$ cat src/rtl/return_addr_stack.sv
// Return-address LIFO for the CALL/RET path: CALL pushes PC_IN+1, RET hands the
// popped address to the PC with a one-cycle load strobe. Define RAS_WRAP_EN to make
// a push while full overwrite the oldest entry instead of being dropped.
module return_addr_stack #(
  parameter int WIDTH      = 10,
  parameter int DEPTH_LOG2 = 3
) (
  input  logic                  CLK,
  input  logic                  RST,
  input  logic                  PUSH,
  input  logic                  POP,
  input  logic [WIDTH-1:0]      PC_IN,
  output logic [WIDTH-1:0]      DOUT,
  output logic                  LD_OUT,
  output logic [DEPTH_LOG2:0]   COUNT,
  output logic                  EMPTY,
  output logic                  FULL,
  output logic                  OVF,
  output logic                  UNF
);

  localparam int                    DEPTH    = 1 << DEPTH_LOG2;
  localparam logic [DEPTH_LOG2:0]   CNT_FULL = (DEPTH_LOG2+1)'(DEPTH);
  localparam logic [DEPTH_LOG2:0]   CNT_ONE  = (DEPTH_LOG2+1)'(1);
  localparam logic [DEPTH_LOG2-1:0] IDX_ONE  = DEPTH_LOG2'(1);
  localparam logic [WIDTH-1:0]      PC_ONE   = WIDTH'(1);

  logic [WIDTH-1:0]      mem_q [DEPTH];
  logic [DEPTH_LOG2:0]   count_q, count_d;
  logic [WIDTH-1:0]      dout_q, dout_d;
  logic                  ld_q, ld_d;
  logic                  ovf_q, ovf_d;
  logic                  unf_q, unf_d;
  logic [DEPTH_LOG2-1:0] base;

  logic                  empty, full;
  logic                  do_swap, do_pop, do_push, do_ovf;
  logic [DEPTH_LOG2-1:0] top_idx, push_idx, wr_idx;
  logic                  wr_en;
  logic [WIDTH-1:0]      wr_data;

  assign empty = (count_q == '0);
  assign full  = (count_q == CNT_FULL);

  // Logical slot k lives at physical (base + k); base only moves in the wrap build.
  assign top_idx  = base + count_q[DEPTH_LOG2-1:0] - IDX_ONE;
  assign push_idx = base + count_q[DEPTH_LOG2-1:0];
  assign wr_data  = PC_IN + PC_ONE;

  // PUSH+POP on a non-empty stack is a replace-top; on an empty one the pop is ignored.
  assign do_swap = PUSH &  POP  & ~empty;
  assign do_pop  = POP  & ~PUSH & ~empty;
  assign do_push = PUSH & ~full & ~do_swap;
  assign do_ovf  = PUSH & ~POP  &  full;

`ifdef RAS_WRAP_EN
  logic [DEPTH_LOG2-1:0] base_q, base_d;
  assign base = base_q;
`else
  assign base = '0;
`endif

  always_comb begin
    count_d = count_q;
    dout_d  = dout_q;
    ld_d    = 1'b0;
    ovf_d   = ovf_q;
    unf_d   = unf_q;
    wr_en   = 1'b0;
    wr_idx  = push_idx;
`ifdef RAS_WRAP_EN
    base_d  = base_q;
`endif
    if (do_swap) begin
      dout_d = mem_q[top_idx];
      ld_d   = 1'b1;
      wr_en  = 1'b1;
      wr_idx = top_idx;
    end
    if (do_pop) begin
      dout_d  = mem_q[top_idx];
      ld_d    = 1'b1;
      count_d = count_q - CNT_ONE;
    end
    if (do_push) begin
      wr_en   = 1'b1;
      count_d = count_q + CNT_ONE;
    end
    if (POP && empty)
      unf_d = 1'b1;
    if (do_ovf) begin
      ovf_d = 1'b1;
`ifdef RAS_WRAP_EN
      // When full, push_idx already points at the oldest slot.
      wr_en  = 1'b1;
      base_d = base_q + IDX_ONE;
`endif
    end
  end

  always_ff @(posedge CLK) begin
    if (RST) begin
      count_q <= '0;
      dout_q  <= '0;
      ld_q    <= 1'b0;
      ovf_q   <= 1'b0;
      unf_q   <= 1'b0;
`ifdef RAS_WRAP_EN
      base_q  <= '0;
`endif
    end else begin
      count_q <= count_d;
      dout_q  <= dout_d;
      ld_q    <= ld_d;
      ovf_q   <= ovf_d;
      unf_q   <= unf_d;
`ifdef RAS_WRAP_EN
      base_q  <= base_d;
`endif
    end
  end

  always_ff @(posedge CLK) begin
    if (!RST && wr_en)
      mem_q[wr_idx] <= wr_data;
  end

  assign DOUT   = dout_q;
  assign LD_OUT = ld_q;
  assign COUNT  = count_q;
  assign EMPTY  = empty;
  assign FULL   = full;
  assign OVF    = ovf_q;
  assign UNF    = unf_q;

endmodule

$ cat config.mk
export PLATFORM = sky130hd
export DESIGN_NAME = return_addr_stack
export DESIGN_NICKNAME = d
export VERILOG_FILES = /design/src/rtl/return_addr_stack.sv
export SDC_FILE = /design/constraint.sdc
export NUM_CORES = 1
export LEC_CHECK = 0
export CAP_MARGIN = 10
export CORE_MARGIN = 3
export CORE_UTILIZATION = 45
export DETAILED_ROUTE_END_ITERATION = 16
export HOLD_SLACK_MARGIN = 0.08
export PLACE_DENSITY = 0.75
export SETUP_SLACK_MARGIN = 0.3
export SYNTH_ARGS = -nofsm -noshare
export SYNTH_HDL_FRONTEND = slang
export SYNTH_SLANG_ARGS = --single-unit
$ cat constraint.sdc
create_clock -name CLK -period 8.23 [get_ports CLK]
set_clock_uncertainty 0.1 [all_clocks]
set_input_delay 2.0575 -clock CLK [delete_from_list [all_inputs] [get_ports CLK]]
set_output_delay 2.0575 -clock CLK [all_outputs]
set_load 0.01 [all_outputs]
# Word-level counts from Yosys, hierarchy flattened
# Memories as Yosys holds them, arrays and structs flattened.
# Cells that the tools add are included.
# word_totals
memories,1
wordCells,40
rom_bits,0
in_bits,14
ram_bits,80
register_bits,17
latch_bits,0
# memory_table
memory,depth,width,rd,rd_clocked_by_memory_dff,write_ports,line,rtl
mem_q,8,10,1,0,1,28,logic [WIDTH-1:0] mem_q [DEPTH];
# classes
n_addsub,4
shift,0
eq_ne,1
mul,0
n_bitwise,13
order_cmp,0
div_mod_pow,0
n_mux,10
reduce_logical,6
# op_table
op,n
10-bit two-way mux,2
10-bit by 1-bit adder with 10-bit output (second input constant),1
1-bit bitwise AND,8
4-bit two-way mux,2
1-bit two-way mux,5
1-bit NOT,5
4-bit by 1-bit adder with 4-bit output (second input constant),1
4-bit equality test (second input constant),1
4-bit logical NOT,1
2-bit nonzero test,2
4-bit by 1-bit subtractor with 4-bit output (second input constant),1
3-bit two-way mux,1
3-bit by 1-bit subtractor with 3-bit output (second input constant),1
1-bit logical AND,2
1-bit logical NOT,1

# Logic depth before layout (Yosys ltp)
# Gate-level depths: netlist of run 1.
# logic_depth
depth_word,9
depth_mapped,13
depth_no_buf,10

# Worst setup path after synthesis of run 1
# No wires, ideal clock.
# synth_path
path_type,input to register
startpoint,input POP
endpoint,memory mem_q[1][0] (enable)
arrival_ps,3401
path_slack_ps,4348
stages,5
setup_ps,380
path_cell_list,buf_2 nand2_1 o21a_1 or3b_1 a21oi_1
# synth_between
elab_chain_cells,8
word_cells_on_any_way,10
# synth_rtl
element,line,rtl
start: declaration,11,"input logic POP,"
1-bit bitwise AND (*) (2 in series),51,assign do_swap = PUSH & POP & ~empty;
1-bit NOT,53,assign do_push = PUSH & ~full & ~do_swap;
1-bit bitwise AND,53,
1-bit two-way mux,85,if (do_push) begin
1-bit logical AND,124,if (!RST && wr_en)
1-bit two-way mux,124,
1-bit two-way mux (not written as such),125,mem_q[wr_idx] <= wr_data;
end: declaration,28,
# Every way passes the cells marked *; elsewhere a longest branch is shown, timed or not.

# Final worst setup path of run 1
# layout_path
startpoint,"register count_q[0], in the netlist COUNT[0]"
endpoint,output EMPTY
# layout_between
elab_chain_cells,1
# layout_rtl
element,line,rtl
start: declaration,29,"logic [DEPTH_LOG2:0] count_q, count_d;"
start signal: assignment,112,count_q <= count_d;
4-bit logical NOT,42,assign empty = (count_q == '0);
end: declaration,16,"output logic EMPTY,"
# Every way passes these cells.

==> implementation parameters, run 1 <==
Parameter                              Value

Floorplanning
  Chip height ... 102.0 µm
  Top Ports ... 33
  Total Die Area ... roughly 10000 µm²
  Core ar. ... 8848 µm²
  Initial core utilization ... 46.89%
  Die span in x ... 102.0 µm
  Number of placement rows ... 34

Critical path
  Path type of the worst setup path ... reg2out
  Startpoint of the most critical setup path ... COUNT[0]
  Depth of the most critical reg-to-reg path ... 6
  Crit end category ... output port
  Endpoint of the most critical register-to-register path ... mem_q[0][2]
  Data arrival time of the worst path ... between 2000 and 3000 ps
  Data required time at the worst endpoint ... 6070 ps
  Critical path fanouts, max ... 30
  Reg-to-reg slack, setup ... between 4000 and 5000 ps
  Crit path launch type ... flip-flop
  Start of the worst register-to-register path ... COUNT[0]
  End of the critical path ... EMPTY

Pwr
  Post-layout total power ... 1.457 mW
  Largest voltage drop on the vdd net ... ~120 µV
  Cell Pwr Density ... 309.0 nW/µm²
  Reported leakage power ... 1.543 nW

Job
  Max-capacitance violation count ... 0

Finish
  Commonest cells after routing, fill and taps aside ... edfxtp_1, clkdlybuf4s50_1, dfxtp_1
  Final cell count without fillers ... between 300 and 400
  Leading cell type in the layout, fill and taps excluded ... edfxtp_1
  Antenna Cells ... 0
  Post-synthesis to final-layout area growth ... 13.69%
  Share of layout cells above drive strength 1 ... 11.54%
  Final Core Density ... between 50% and 60%
  Final Net Count ... 300

Synthesis
  Sequential fraction of the synthesis area ... 66.10%
  Cell area after synthesis ... slightly above 4000 µm²
  Largest family of logic cells by synthesized area ... multiplexers
  Flip-flop and latch count after synthesis ... 97
  Post-synthesis instance total ... about 250
  Mux share of post-synthesis cell area ... between 10% and 20%
  Post-synthesis simple-gate area fraction ... 8.444%
  Area share of xor/xnor cells in the synthesized design ... 2.111%
  Main flop type after synthesis ... edfxtp_1
  Mapped Avg Cell Area ... 16.73 µm²
  Unique masters post-synth ... 49
  Yosys Warn Count ... 0
  Post-synthesis adder-cell area fraction ... 1.689%
  Post-synth net total ... 267
  Share of synthesized flip-flops with an asynchronous set or reset ... 0%
  Compound-gate portion of the synthesized area ... roughly 6.7%
  EDFF count, synth ... 80

Clocking
  Maximum buffer depth of the clock tree ... 2
  Cell at the root of the clock tree ... clkbuf_8
  Sinks on Clock Net ... 97
  CTS clk-pin slew, worst paths ... 100 ps
  Setup Fix Bufs, Post-CTS ... 0
  Post-cts repair resize count ... 0
  Total of hold buffers inserted after clock tree synthesis ... 0
  TritonCTS clock tree ... done
  Max H-tree Level ... 3
  Clock network latency to the later pin of the worst-skew pair ... 360 ps
  Number of buffers inserted during clock tree synthesis ... 9

Detailed routing
  Remaining design rule violation count ... 0
  Top routing layer used ... met4
  Met1 wire length ... 3379 µm
  Average via count per standard cell ... between 5 and 6
  Met3 layer wire length in the routed design ... 635 µm
  First drt pass iteration count ... 4
  Number of DRC markers in iteration 0 ... roughly 180
  Final routed wire length divided by cell count ... 19.99 µm
  Final wirelength ... 7875 µm
  Antenna-violating nets left ... 0
  Met2 layer wire length in the routed design ... 3755 µm
  Vias after detailed routing ... 2296

STA
  Highest achievable clock rate ... 207.8 MHz
  Normalized max-slew margin ... 22.38%
  Clock period minus final worst setup slack ... 4813 ps
  Setup repair after global routing missed its margin ... no
  Ratio of final minimum period to clock period ... 58.48%
  Hold violation count in the final report ... 0
  Total count of max-transition violations in the final report ... 0
  Count of endpoints failing setup in the final report ... 0
  Transition time of the tightest slew-check pin ... 1164 ps
  Final TNS setup ... 0 ps

GRT
  Largest net degree at the start of global routing ... 31
  Initial antenna violation count ... 0
  Overflow left after global routing ... 0
  Vias in the first global route ... 2248
  GR Util All Layers ... around 16%
  First-pass GRT wire length ... 12240 µm

Run status
  Outcome ... completed

Placed design
  Estimated wirelength of the detail-placed design ... roughly 5200 µm
  Number of cells after detailed placement ... 378
  Buffers on Ports ... 32
  Final weighted congestion of routability-driven global placement ... approximately 0.89

Min path
  Hold WC Path Type ... reg2reg
[synth_stat cells (all sizes together) (2+ instances only)]
library cell / instances / area share [%]
a211oi: 2 / 0.36
edfxtp: 80 / 58
nand4: 2 / 0.30
buf: 8 / 1.5
a221o: 10 / 2.4
a31oi: 3 / 0.45
nor2b: 13 / 2.0
xnor2: 6 / 1.3
and3: 3 / 0.45
mux4: 20 / 12
mux2i: 2 / 0.48
xor2: 4 / 0.84
inv: 6 / 0.54
dfxtp: 17 / 8.2
a21oi: 10 / 1.2
ha: 4 / 1.2
nand2b: 3 / 0.45
nor2: 12 / 1.1
nand3: 7 / 0.84
o21ai: 3 / 0.36
o21bai: 2 / 0.63
and2: 2 / 0.30
clkbuf: 3 / 0.27
nor3: 3 / 0.48
nand2: 7 / 0.63
[where the power goes]
part           leakage, nW  internal [mW]  switching [mW]  total, mW
combinational        0.598          0.271           0.268      0.539
sequential           0.862          0.601          0.0410      0.642
clock               0.0833          0.112           0.165      0.277
[registers in the layout, summed over array words and instances, names as in the netlist]
signal  flops
COUNT       4
DOUT       10
LD_OUT      1
OVF         1
UNF         1
mem_q      80
[stage by stage]
step                worst slack, ps  hold slack, ps  cell area [µm²]
global placement               3358           370.5             4537
global route                   3226           420.6             4717
floorplan                      4348           404.7             4149
CTS                            3428           390.3             4717
finish                         3417           385.9             4717
detailed placement             3258           366.2             4537
[area by class of cell]
type | count | area [µm²]
clock inverters | 7 | 56.30
inverters | 6 | 22.52
clock buffers | 9 | 123.9
fillers | 710 | 4131
repair buffers | 33 | 327.8
multi-input cells | 134 | 1309
flip-flops and latches | 97 | 2743
well taps | 108 | 135.1
[how the worst min path moves through the flow]
stage	start	end	slack, ps	cells after the start
2_1_floorplan	UNF	UNF	400	2
3_3_place_gp	UNF	UNF	370	2
3_5_place_dp	UNF	UNF	370	2
4_1_cts	UNF	UNF	390	2
5_1_grt	DOUT[7]	DOUT[7]	420	1
6_report	UNF	UNF	390	2
[metal layers]
layer,vias to the layer above,GRT usage (%)
met1,1159,22.42
met5,-,0
met4,0,5.752
li1,1057,-
met2,72,25.69
met3,8,3.549
[critical path: stages (launching register included)]
cell and delay (ps):
dfxtp_1 310, buf_4 270, inv_1 250, ha_1 430
nor3b_4 420, clkdlybuf4s50_1 610
[cells by family after synthesis]
kind of cell / Yosys count
xor gates and xnor gates: 10
muxes: 23
adders and majority gates: 5
buffers and inverters: 17
AOI/OAI and AO/OA: 36
DFF: 97
and+or+nand+nor: 60
No activity file was read; power rests on OpenSTA's default activity.
==> run 2, diff against run 1 <==
--- a/config.mk
+++ b/config.mk
@@ -10,7 +10,7 @@
 export CORE_UTILIZATION = 45
 export DETAILED_ROUTE_END_ITERATION = 16
 export HOLD_SLACK_MARGIN = 0.08
-export PLACE_DENSITY = 0.75
+export PLACE_DENSITY = 0.78
 export SETUP_SLACK_MARGIN = 0.3
 export SYNTH_ARGS = -nofsm -noshare
 export SYNTH_HDL_FRONTEND = slang
==> constraint.sdc (replaced) <==
create_clock -name CLK -period 3.95 [get_ports CLK]
set_clock_uncertainty 0.1 [all_clocks]
set_input_delay 0.9875 -clock CLK [delete_from_list [all_inputs] [get_ports CLK]]
set_output_delay 0.9875 -clock CLK [all_outputs]
set_load 0.01 [all_outputs]
==> implementation parameters, run 2 (synthesis gave the netlist of run 1 again) <==
Parameter                              Value

Finish
  Register area ... 2743 µm² (unchanged)
  Final cell count without fillers ... 404 (+2.5%)
  Largest register FFs ... 80 (unchanged)
  Final Net Count ... 311 (+3.7%)
  Share of layout cells above drive strength 1 ... 13.51% (+2.0 points)
  Area occupied by multi-input gates ... 1309 µm² (unchanged)
  Antenna Cells ... 0 (unchanged)
  Commonest cells after routing, fill and taps aside ... edfxtp_1, clkdlybuf4s50_1, dfxtp_1
  Most flop-heavy register ... mem_q
  Number of fill cells ... 723 (+1.8%)
  Post-synthesis to final-layout area growth ... 15.05%
  Leading cell type in the layout, fill and taps excluded ... edfxtp_1

Clocking
  Setup Fix Bufs, Post-CTS ... 0 (unchanged)
  Sinks on Clock Net ... 97 (unchanged)
  Maximum buffer depth of the clock tree ... 2 (unchanged)
  CTS clk-pin slew, worst paths ... 90 ps (about the same)
  Cell at the root of the clock tree ... clkbuf_8
  Clock network latency to the later pin of the worst-skew pair ... 350 ps (about the same)
  Number of buffers inserted during clock tree synthesis ... 9 (unchanged)
  TritonCTS clock tree ... done
  Max H-tree Level ... 3 (unchanged)
  Post-cts repair resize count ... 0 (unchanged)
  Total of hold buffers inserted after clock tree synthesis ... 0 (unchanged)

STA
  Ratio of final minimum period to clock period ... 84.73%
  Count of endpoints failing setup in the final report ... 0 (unchanged)
  Normalized max-slew margin ... 29.53% (+7.2 points)
  Final TNS setup ... 0 ps (unchanged)
  Total count of max-transition violations in the final report ... 0 (unchanged)
  Highest achievable clock rate ... 298.8 MHz
  Transition time of the tightest slew-check pin ... 1053 ps (-111.2 ps)
  Clock period minus final worst setup slack ... 3347 ps
  Hold violation count in the final report ... 0 (unchanged)
  Setup repair after global routing missed its margin ... no

Critical path
  Cell-by-cell trace of the critical path ... inv_1 -> ha_1 -> nor3b_4 -> clkdlybuf4s50_1
  Slowest stage delay, CP ... 600 ps (about the same)
  Data required time at the worst endpoint ... 2860 ps (-3210 ps)
  Data arrival time of the worst path ... 2260 ps (-400 ps)
  Crit path launch type ... flip-flop
  Standard cell with the maximum stage delay on the critical path ... clkdlybuf4s50_1
  Reg-to-reg slack, setup ... 810 ps (-3460 ps)
  Start of the worst register-to-register path ... COUNT[0]
  Startpoint of the most critical setup path ... COUNT[0]
  Path type of the worst setup path ... reg2out
  Crit end category ... output port
  Critical path fanouts, max ... 10 (-67%)

Placed design
  Buffers on Ports ... 32 (unchanged)
  Number of cells after detailed placement ... 389 (+2.9%)
  Estimated wirelength of the detail-placed design ... 5249 µm (+0.41%)
  Final weighted congestion of routability-driven global placement ... 0.8228 (-7.4%)

Floorplanning
  Top Ports ... 33 (unchanged)
  Total Die Area ... 10410 µm² (unchanged)
  Number of placement rows ... 34 (unchanged)
  Core ar. ... 8848 µm² (unchanged)
  Die span in x ... 102.0 µm (unchanged)
  Initial core utilization ... 46.89% (unchanged)
  Chip height ... 102.0 µm (unchanged)

Detailed routing
  Average via count per standard cell ... 5.772 (-0.95%)
  Vias after detailed routing ... 2332 (+1.6%)
  Remaining design rule violation count ... 0 (unchanged)
  Final routed wire length divided by cell count ... 20.00 µm (about the same)
  Final wirelength ... 8080 µm (+2.6%)
  Antenna-violating nets left ... 0 (unchanged)
  First drt pass iteration count ... 4 (unchanged)
  Number of DRC markers in iteration 0 ... 143 (-19%)

Pwr
  Largest voltage drop on the vdd net ... 259.3 µV (+120%)
  Reported leakage power ... 1.597 nW (+3.5%)
  Post-layout total power ... 3.017 mW (+110%)
  Cell Pwr Density ... 632.1 nW/µm² (+100%)

GRT
  Overflow left after global routing ... 0 (unchanged)
  Largest net degree at the start of global routing ... 30 (-3.2%)
  Vias in the first global route ... 2345 (+4.3%)
  GR Util All Layers ... 16.83% (+0.59 points)
  Initial antenna violation count ... 0 (unchanged)
  First-pass GRT wire length ... 12880 µm (+5.2%)

Job
  Max-capacitance violation count ... 0 (unchanged)

Min path
  Hold Path Origin ... DOUT[4]
  Hold WC Path Type ... reg2reg

Run status
  Outcome ... completed
## run 2: cell count changes in the layout (fill, tap and decap cells not counted), sizes merged
cell / change
clkbuf: +3
inv: -1
clkinvlp: -3
buf: +11
## run 2: final timing paths
path / end / cells after the start
worst max-delay path: EMPTY / 4
worst min-delay path: DOUT[4] / 1
worst max register to register: COUNT[3] / 10
worst min register to register: DOUT[4] / 1
## run 2: metal layers
metal / share of wire [%] / up-vias / track usage, %
met4: 1.1 / 0 / 5.146
met3: 4.4 / 7 / 3.481
li1: - / 1082 / -
met2: 49 / 78 / 27.49
met1: 45 / 1165 / 22.94
met5: 0 / - / 0
## run 2: layout make-up
cell class	instances	share of cell area (%)
sequential	97	57.46
inverter	6	0.4718
clock inverter	3	0.3932
clock buffer	12	2.831
multi-input combinational	134	27.42
tap	108	2.831
timing repair buffer	44	8.598
## run 2: stage by stage
step | hold slack [ps] | cell area [µm²] | worst slack (ps) | util [%]
floorplan | 404.7 | 4149 | 717.1 | -
global placement | 364.8 | 4619 | 643.2 | 52.21
detailed placement | 370.3 | 4619 | 526.0 | 52.21
CTS | 396.5 | 4773 | 602.8 | 53.95
global route | 412.0 | 4773 | 455.8 | 53.95
finish | 392.0 | 4773 | 603.2 | 53.95
## run 2: where the power goes
part	internal, mW	switching (mW)	leakage (nW)
combinational	0.581	0.557	0.655
clock	0.226	0.317	0.0802
sequential	1.25	0.0858	0.862
## run 2: worst max-delay path: cells and delay by family (launching register included)
family | cells | cell delay, ps
buf+inv | 2 | 770
simple gates | 1 | 400
flops | 1 | 320
fa+ha+maj | 1 | 420
==> RTL change: new RTL, config.mk and constraints of run 2 <==
`dout_q` no longer has a reset.
--- a/src/rtl/return_addr_stack.sv
+++ b/src/rtl/return_addr_stack.sv
@@ -101,7 +101,6 @@
   always_ff @(posedge CLK) begin
     if (RST) begin
       count_q <= '0;
-      dout_q  <= '0;
       ld_q    <= 1'b0;
       ovf_q   <= 1'b0;
       unf_q   <= 1'b0;
@@ -110,7 +109,6 @@
 `endif
     end else begin
       count_q <= count_d;
-      dout_q  <= dout_d;
       ld_q    <= ld_d;
       ovf_q   <= ovf_d;
       unf_q   <= unf_d;
@@ -118,6 +116,10 @@
       base_q  <= base_d;
 `endif
     end
+  end
+
+  always_ff @(posedge CLK) begin
+    dout_q <= dout_d;
   end
 
   always_ff @(posedge CLK) begin
Behaviour: differs if RST is asserted again (counterexample within 4 cycles, from zero or initial values and one cycle with RST high); with RST held inactive, the same outputs for 10 cycles.
==> RTL change against run 2 <==
Wire length is 9.7% lower. Non-clock buffer count is 2 lower. Sequential cell count stayed put. Design area is 0.26% higher. Setup slack worse by 0.0052 ns. Power is 0.18% higher. Via count is 9.5% lower. Critical path depth stayed put. Synthesized area stayed put. Critical path type unchanged. Largest power group unchanged.
==> RTL change: results <==
metrics = {
    "grt": {
        "met2_usage_pct": 23.94,
        "grt_max_degree": 31,
        "grt.met3_usage_pct": 2.457,
        "grtUsageMet1_pct": 21.43,
        "grt_usage_pct": 15.43,
        "grt_pass1_wl_um": 11650,
    },
    "placement": {
        "place_area_sq_um": 4616,
        "gp_congestion": 0.8072,
        "dp.cells": 371,
        "dp_slack_ns": 0.3804,
        "dp_hpwl_um": 4890,
    },
    "finish": {
        "nFillCells": 683,
        "layout-drive-gt1-share_pct": 18.28,
        "inverters": 7,
        "final-nonclk-buf-share_pct": 8.261,
        "multi_input_area_sq_um": 1216,
        "fin_nets": 293,
        "sh_seq_area_pct": 59.40,
        "final_area_sq_um": 4786,
        "multi_input_comb_cells": 117,
        "clk_share_pct": 3.556,
        "nNonClkBuffers": 42,
    },
    "drt": {
        "drt_iter0_drc": 125,
        "vias_per_cell": 5.455,
        "dr_total_vias": 2111,
        "met3_wirelength_um": 299,
        "route.met2.wl_um": 3605,
        "wl_met1_um": 3212,
        "dr.pass1.iters": 4,
        "routedWlPerCell_um": 18.86,
    },
    "synth": {
        "synth_compound_area_share_pct": 3.166,
        "ys_seq_area_share_pct": 68.52,
        "synth_cell_types": 46,
        "async_reset_ff_share_pct": 0,
        "synth_top_cells_by_count": "90 x edfxtp_1, 17 x nor2_1, 13 x mux4_2",
        "synth_xor_area_share_pct": 2.774,
        "yosys-top-cells-area": "edfxtp_1 65%, mux4_2 7.1%, mux4_1 4.4%",
        "syn_avg_cell_area_sq_um": 18.04,
        "synth_edf_count": 90,
        "synthAdderAreaFrac_pct": 1.689,
        "synth.area.mux_share_pct": 15.44,
    },
    "worst_setup_path": {
        "crit_fanout": 7,
    },
    "timing": {
        "worst_pin_slew_ns": 1.064,
    },
    "pwr": {
        "p_leak_nw": 1.611,
        "peakVddDrop_mv": 0.3222,
    },
    "outcome": {
        "outcome": "completed",
    },
}
RTL change: changes by cell type after synthesis, moves of 6 or more:
cell	before	now
nor2b_1	12	1
a221o_1	10	0
dfxtp_1	17	7
edfxtp_1	80	90
mux2_4	0	8
a21oi_1	10	4
nor2_1	11	17
RTL change: worst paths after layout:
kind / slack (ns) / startpoint / cells after the start / end
min reg2reg: 0.40 / UNF / 2 / UNF
max reg2reg: 1.02 / COUNT[1] / 6 / mem_q[2][7]
min: 0.40 / UNF / 2 / UNF
max: 0.60 / COUNT[1] / 4 / EMPTY
RTL change: report_power, final:
| group | total [mW] | leakage [nW] | switching [mW] | internal [mW] |
|---|---|---|---|---|
| Clock | 0.567 | 0.0883 | 0.338 | 0.229 |
| Sequential | 1.34 | 0.874 | 0.0525 | 1.28 |
| Combinational | 1.12 | 0.649 | 0.527 | 0.592 |
RTL change: critical path, stage by stage, from the launching register on:
cell             delay, ns
dfxtp_1               0.37
inv_1                 0.16
ha_1                  0.37
nor3b_4               0.40
clkdlybuf4s50_1       0.61
